==> src/rtl/mult_pkg.sv <==
// rtl/mult_pkg.sv - shared types and constants for the sign-magnitude multiplier
package mult_pkg;

    localparam int DEFAULT_WIDTH = 16;

    // Counter must be able to hold the value WIDTH itself, hence the extra bit
    function automatic int cnt_width(input int w);
        return $clog2(w) + 1;
    endfunction

    localparam int CNT_W = cnt_width(DEFAULT_WIDTH);

    typedef enum logic [1:0] {
        IDLE = 2'd0,
        BUSY = 2'd1,
        DONE = 2'd2
    } state_t;

endpackage

==> src/rtl/product_negate.sv <==
// rtl/product_negate.sv - two's-complement negation used to apply the result sign
module product_negate #(
    parameter int W = 32
) (
    input  logic [W-1:0] x,
    output logic [W-1:0] y
);

    assign y = ~x + {{(W-1){1'b0}}, 1'b1};

endmodule

==> src/rtl/sign_mag_mult16.sv <==
// rtl/sign_mag_mult16.sv - iterative shift-add multiplier on sign-magnitude operands
module sign_mag_mult16
    import mult_pkg::*;
#(
    parameter int WIDTH = DEFAULT_WIDTH
) (
    input  logic               clk,
    input  logic               rst_n,
    input  logic               in_valid,
    output logic               in_ready,
    input  logic [WIDTH-1:0]   mag_a,
    input  logic [WIDTH-1:0]   mag_b,
    input  logic               sign_a,
    input  logic               sign_b,
    output logic               out_valid,
    input  logic               out_ready,
    output logic [2*WIDTH-1:0] product,
    output logic               busy
);

    localparam int PW = 2 * WIDTH;
    localparam int CW = cnt_width(WIDTH);

    state_t          state, state_n;
    logic [PW-1:0]   mcand, mcand_n;
    logic [WIDTH-1:0] mplier, mplier_n;
    logic [PW-1:0]   acc, acc_n;
    logic [CW-1:0]   cnt, cnt_n;
    logic            rsign, rsign_n;
    logic [PW-1:0]   product_n;
    logic            in_ready_n, out_valid_n, busy_n;

    logic [PW-1:0]   acc_step;
    logic [PW-1:0]   acc_step_neg;
    logic [CW-1:0]   cnt_inc;

    // One iteration of the shift-add datapath, kept outside the FSM block so the
    // negator can feed back into it without a combinational loop
    always_comb begin
        acc_step = mplier[0] ? (acc + mcand) : acc;
        cnt_inc  = cnt + {{(CW-1){1'b0}}, 1'b1};
    end

    product_negate #(.W(PW)) u_negate (
        .x (acc_step),
        .y (acc_step_neg)
    );

    // Next-state and next-datapath decode
    always_comb begin
        state_n   = state;
        mcand_n   = mcand;
        mplier_n  = mplier;
        acc_n     = acc;
        cnt_n     = cnt;
        rsign_n   = rsign;
        product_n = product;
        case (state)
            IDLE: begin
                if (in_valid) begin
                    mcand_n  = {{WIDTH{1'b0}}, mag_a};
                    mplier_n = mag_b;
                    rsign_n  = sign_a ^ sign_b;
                    acc_n    = '0;
                    cnt_n    = '0;
                    state_n  = BUSY;
                end
            end
            BUSY: begin
                acc_n    = acc_step;
                mcand_n  = mcand << 1;
                mplier_n = mplier >> 1;
                cnt_n    = cnt_inc;
                if (cnt_inc == CW'(WIDTH)) begin
                    state_n = DONE;
                    // A zero magnitude stays positive regardless of the sign bit
                    product_n = (rsign && (acc_step != '0)) ? acc_step_neg : acc_step;
                end
            end
            DONE: begin
                if (out_ready) begin
                    state_n = IDLE;
                end
            end
            default: begin
                state_n = IDLE;
            end
        endcase
        in_ready_n  = (state_n == IDLE);
        out_valid_n = (state_n == DONE);
        busy_n      = (state_n == BUSY);
    end

    // All state and registered outputs
    always_ff @(posedge clk or negedge rst_n) begin
        if (!rst_n) begin
            state     <= IDLE;
            mcand     <= '0;
            mplier    <= '0;
            acc       <= '0;
            cnt       <= '0;
            rsign     <= 1'b0;
            product   <= '0;
            in_ready  <= 1'b1;
            out_valid <= 1'b0;
            busy      <= 1'b0;
        end else begin
            state     <= state_n;
            mcand     <= mcand_n;
            mplier    <= mplier_n;
            acc       <= acc_n;
            cnt       <= cnt_n;
            rsign     <= rsign_n;
            product   <= product_n;
            in_ready  <= in_ready_n;
            out_valid <= out_valid_n;
            busy      <= busy_n;
        end
    end

endmodule

==> config.mk <==
export PLATFORM = sky130hd
export DESIGN_NAME = sign_mag_mult16
export DESIGN_NICKNAME = d
export VERILOG_FILES = /design/src/rtl/mult_pkg.sv /design/src/rtl/product_negate.sv /design/src/rtl/sign_mag_mult16.sv
export SDC_FILE = /design/constraint.sdc
export NUM_CORES = 1
export LEC_CHECK = 0
export CAP_MARGIN = 30
export CELL_PAD_IN_SITES_DETAIL_PLACEMENT = 0
export CELL_PAD_IN_SITES_GLOBAL_PLACEMENT = 1
export CORE_MARGIN = 2
export CORE_UTILIZATION = 40
export DETAILED_ROUTE_END_ITERATION = 6
export PLACE_DENSITY = 0.69
export SYNTH_ARGS = -nofsm -noshare
export SYNTH_HDL_FRONTEND = slang
export SYNTH_SLANG_ARGS = --single-unit
==> constraint.sdc <==
create_clock -name clk -period 6.2 [get_ports clk]
set_clock_uncertainty 0.1 [all_clocks]
set_input_delay 1.55 -clock clk [delete_from_list [all_inputs] [get_ports clk]]
set_output_delay 1.55 -clock clk [all_outputs]
set_load 0.02 [all_outputs]
==> impl_metrics.py, run 1 <==
metrics = {
    "status": {
        "status": "finished clean",
    },
    "timing": {
        "setup_viol": 0,
        "max_freq_mhz": 210,
        "maxSlewViolCount": 0,
        "rsz0062_at_grt": "no",
        "timing.hold.ws_ps": 380,
        "hold_violations": 0,
        "worst_slew_pin_slew_ps": 894,
        "finalCritPeriodShare": 0.769,
        "setup_ws_ps": 1430,
        "slew_headroom": 0.403,
        "fin_crit_ps": 4770,
        "fin_tns_setup_ps": 0,
    },
    "clock_network": {
        "clockRootBuffer": "clkbuf_16",
        "cts.sink_count": 123,
        "cts_hold_buf": 0,
        "clkSlewWorstSetupHoldPaths_ps": 60,
        "cts_setup_buffers": 0,
        "insertion_delay_ps": 430,
        "cts_tree": "done",
        "post_cts_resized": 0,
        "clockBufferDepth": 2,
        "cts_made_buffers": 17,
        "h-tree-depth": 4,
    },
    "floorplanning": {
        "ios": 73,
        "die_x_um": 149,
        "core_um2": 20800,
        "start_util": 0.404,
        "rows": 53,
        "die_area_um2": 22200,
        "chipHeight_um": 149,
    },
    "pwr": {
        "irDropWorstVdd_v": 0.000415,
        "p_leak_nw": 4.32,
        "power.density_nw_per_um2": 615,
    },
    "synthesis": {
        "ys_types": 89,
        "yosys.area.top_type": "dfrtp_1",
        "synth.area.top_cells": "dfrtp_1, o21ai_0, nand2_1, mux2i_1, ha_1",
        "netlist_instances": 945,
        "yosys_warnings": 0,
        "ys_seq_area_frac": 0.366,
        "synthArstFlopShare": 1.00,
        "synth.top_cell.area_share": 0.363,
        "synthFlopType": "dfrtp_1",
        "netlist_area_um2": 8410,
        "synth-seq-cells": 123,
        "syn_nets": 1017,
        "syn_avg_cell_area_um2": 8.90,
        "synth-edff-count": 0,
    },
    "layout": {
        "fill_cells": 2041,
        "postLayoutCoreUtil": 0.476,
        "synthToLayoutAreaGrowth_pct": 17.7,
        "drive_above_1_share": 0.0891,
        "nets": 1058,
        "num_antenna_cells": 0,
    },
    "critical_path": {
        "worstPathArrival_ps": 4950,
        "start_kind": "flop",
        "cp.required_ps": 6380,
        "critical_path_class": "flop to flop",
        "crit_path_end_kind": "flop",
        "cp_max_fo": 14,
    },
    "place": {
        "portBuffers": 72,
        "place_congestion": 0.886,
        "pre_cts_ws_ps": 1510,
        "hpwl_mm": 17.6,
    },
    "detailed_routing": {
        "routed_wl_mm": 23.8,
        "vias": 7283,
        "drcViolationCount": 0,
        "dr.first_iter.drc_count": 351,
        "drt_pass1_iterations": 4,
        "routedWlPerCell_um": 18.7,
        "ant_nets": 0,
        "vias_per_cell": 5.72,
    },
    "grt": {
        "grt_pass1_wl_mm": 39.1,
        "grt_overflow": 0,
        "antenna_found_initial": 0,
        "grt_usage": 0.224,
        "first_global_vias": 7136,
        "grt_max_degree": 77,
    },
    "job": {
        "maxCapViolations": 0,
    },
    "worst_hold_path": {
        "min_path_type": "flop to flop",
    },
}
-- layout make-up --
cell class / instances / area (um^2) / area share
flip-flops and latches: 123 / 3080 / 0.311
clock inverters: 13 / 159 / 0.0160
multi-input cells: 747 / 4980 / 0.503
clock buffers: 19 / 433 / 0.0437
inverters: 13 / 48.8 / 0.00493
well taps: 275 / 344 / 0.0347
repair buffers: 84 / 857 / 0.0866
-- through the flow --
step / total power (W) / instances / instance area, um^2
6_report: 0.00609 / 1274 / 9900
5_1_grt: 0.00661 / 1274 / 9900
4_1_cts: 0.00613 / 1274 / 9900
3_5_place_dp: 0.00510 / 1242 / 9310
3_3_place_gp: 0.00505 / 1240 / 9260
2_1_floorplan: 0.00404 / 945 / 8410
-- per-layer routing --
metal  part of all wire  track usage
met5                  0            0
met4              0.026       0.0800
met3              0.028       0.0343
met2               0.50        0.390
met1               0.45        0.282
-- placed cells by master (no fill, tap or decap), types with 6 or more instances in the layout --
master,synthesis,layout
xor2_1,11,11
o21a_1,7,7
clkdlybuf4s50_1,0,71
mux2_2,6,6
o31ai_1,8,8
a22o_1,33,33
nor4_1,6,6
a31oi_1,18,18
nand2b_1,9,9
nor2_1,57,57
a21o_1,14,14
a211oi_1,6,6
dfrtp_1,122,121
a21oi_1,45,45
ha_1,33,33
buf_4,1,9
a221oi_1,7,7
nand2_1,126,125
nand4_1,21,21
nor2b_1,8,7
and4_1,6,6
or3_1,6,6
o21ai_0,106,106
mux2i_1,42,42
nor3_1,15,15
clkbuf_16,0,17
o41ai_1,6,6
xnor2_1,17,17
inv_1,13,13
nand3_1,22,22
and2_1,11,11
and3_1,8,8
-- logic make-up (layout without fill, tap and decap cells) --
logic type	after synthesis	after routing	synth area share
compound gates	317	317	0.259
xor+xnor	28	28	0.0292
simple gates	318	318	0.188
fa+ha+maj	34	34	0.0515
buf+inv	75	129	0.0443
flops	123	123	0.366
mux	50	50	0.0623
-- where the power goes --
group	switching, W	total (W)	internal (W)	leakage (nW)
sequential	0.000333	0.00148	0.00115	1.57
combinational	0.00216	0.00359	0.00143	2.47
clock	0.000420	0.00102	0.000604	0.283
-- worst max-delay path, cell delays in order (launching register included) --
cell	delay (ps)
dfrtp_1	410
ha_1	240
fa_1	400
a21o_1	210
a221o_1	340
a22oi_1	480
a2111oi_2	180
mux2i_1	170
a211oi_2	510
nand4bb_1	260
or2_2	370
nor3b_4	740
o31ai_1	180
-- cells in the mapped netlist, types with 15 or more instances --
library cell,n
nand2_1,126
dfrtp_1,122
o21ai_0,106
nor2_1,57
a21oi_1,45
mux2i_1,42
a22o_1,33
clkbuf_1,33
ha_1,33
nand3_1,22
nand4_1,21
a31oi_1,18
xnor2_1,17
nor3_1,15
-- flip-flops by register name, indices dropped and copies added (netlist names) --
signal     cells
acc           32
busy           1
cnt            5
in_ready       1
mcand         32
mplier        16
out_valid      1
product       32
rsign          1
state          2
-- final timing paths --
path                       cells after the start      start  slack, ps           to
setup / recovery                              12   mcand[0]       1430  product[15]
hold / removal                                 2  mplier[3]        380    mplier[3]
setup reg to reg                              12   mcand[0]       1430  product[15]
hold reg to reg                                2  mplier[3]        380    mplier[3]
max in group asynchronous                      2      rst_n       3790       acc[6]
min in group asynchronous                      1      rst_n       1020    mcand[26]
(Power assumes the default switching activity.)
==> run 2, diff against run 1 <==
Clock period 6.2 ns to 4.9 ns, I/O delays scaled along.
==> impl_metrics.py, run 2 (synthesis results as in run 1) <==
metrics = {
    "place": {
        "pre_cts_ws_ps": 538,
        "hpwl_mm": 17.4,
        "dp.cells": 1245,
        "portBuffers": 72,
        "place_congestion": 0.868,
    },
    "critical_path": {
        "timing.rr.end": "product[9]",
        "worstPathArrival_ps": 4600,
        "reg2reg_from": "mcand[0]",
        "start_kind": "flop",
        "worstRegToRegCells": 13,
        "crit_path_start": "mcand[0]",
        "critical_path_class": "flop to flop",
        "cp_max_fo": 12,
        "r2r_slack_ps": 480,
        "cp.required_ps": 5080,
        "crit_path_end_kind": "flop",
    },
    "clock_network": {
        "post_cts_resized": 0,
        "cts.sink_count": 123,
        "clockBufferDepth": 2,
        "insertion_delay_ps": 430,
        "h-tree-depth": 4,
        "cts_setup_buffers": 0,
        "cts_made_buffers": 17,
        "cts_tree": "done",
        "cts_hold_buf": 0,
        "clockRootBuffer": "clkbuf_16",
        "clkSlewWorstSetupHoldPaths_ps": 70,
    },
    "detailed_routing": {
        "vias": 7341,
        "routed_wl_mm": 24.1,
        "routedWlPerCell_um": 18.8,
        "drcViolationCount": 0,
        "ant_nets": 0,
        "vias_per_cell": 5.75,
        "dr.first_iter.drc_count": 399,
        "drt_pass1_iterations": 5,
    },
    "grt": {
        "use_met2": 0.390,
        "antenna_found_initial": 0,
        "grt_pass1_wl_mm": 39.9,
        "grt_overflow": 0,
        "use_met3": 0.0364,
        "busiest_layer": "met2",
        "first_global_vias": 7387,
        "grt_max_degree": 89,
        "grt_usage": 0.229,
        "use_met1": 0.296,
    },
    "job": {
        "maxCapViolations": 0,
    },
    "timing": {
        "hold_violations": 0,
        "maxSlewViolCount": 0,
        "setup_viol": 0,
        "worst_slew_pin_slew_ps": 882,
        "finalCritPeriodShare": 0.901,
        "fin_crit_ps": 4420,
        "max_freq_mhz": 226,
        "fin_tns_setup_ps": 0,
        "rsz0062_at_grt": "no",
        "setup_ws_ps": 483,
        "slew_headroom": 0.412,
    },
    "layout": {
        "nets": 1061,
        "drive_above_1_share": 0.0928,
        "fill_cells": 2077,
        "largestRegisters": "acc x32, mcand x32, product x32",
        "final_common_cell": "nand2_1",
        "ff_latch_area_um2": 3080,
        "stdcell_count": 1277,
        "synthToLayoutAreaGrowth_pct": 18.1,
        "num_antenna_cells": 0,
        "final_cell_mix": "nand2_1, dfrtp_1, o21ai_0",
        "multiInputGateArea_um2": 4980,
    },
    "worst_hold_path": {
        "min_path_type": "flop to flop",
        "hold_depth": 2,
        "hold_end": "product[8]",
        "hp-start": "product[8]",
    },
    "floorplanning": {
        "ios": 73,
        "core_um2": 20800,
        "die_x_um": 149,
        "rows": 53,
        "chipHeight_um": 149,
        "start_util": 0.404,
        "die_area_um2": 22200,
    },
    "pwr": {
        "power.density_nw_per_um2": 784,
        "report.power.total_w": 0.00779,
        "irDropWorstVdd_v": 0.000518,
        "p_leak_nw": 4.33,
    },
    "status": {
        "status": "finished clean",
    },
}
run 2: layout make-up:
class,instances,share of cell area
multi-input combinational,747,0.501
sequential,123,0.310
timing repair buffer,87,0.0873
clock buffer,18,0.0432
tap,275,0.0346
clock inverter,14,0.0185
inverter,13,0.00491
run 2: how the worst max path moves through the flow:
stage	end	slack (ps)	cells past startpoint
2_1_floorplan	product[29]	1100	13
3_3_place_gp	product[9]	610	13
3_5_place_dp	product[5]	540	13
4_1_cts	product[9]	510	13
5_1_grt	product[5]	130	13
6_report	product[9]	480	13
run 2: critical path, cell delays in order, from the launching register on:
cell and delay [ps]:
dfrtp_1 420, ha_1 240, fa_1 420, a21o_1 210, a221o_1 340, a22oi_1 440, a21oi_1 170, nor2_1 160
o221ai_1 210, a2111oi_2 640, nand4_4 230, nor3b_4 300, buf_4 280, o41ai_1 100
run 2: stage by stage:
step / instance area [um^2] / hold slack, ps / utilization
floorplan: 8410 / 350 / -
global placement: 9290 / 362 / 0.446
detailed placement: 9320 / 370 / 0.448
CTS: 9930 / 384 / 0.477
global route: 9930 / 409 / 0.477
finish: 9930 / 382 / 0.477
run 2: power breakdown:
group          leakage, nW  switching [W]  internal, W
clock network        0.286       0.000534     0.000811
registers             1.57       0.000408      0.00145
logic                 2.48        0.00277      0.00182
run 2: metal layers:
| layer | share of wire | wire [um] |
|---|---|---|
| met1 | 0.45 | 10800 |
| met2 | 0.50 | 12000 |
| met3 | 0.027 | 653 |
| met4 | 0.028 | 676 |
| met5 | 0 | 0 |
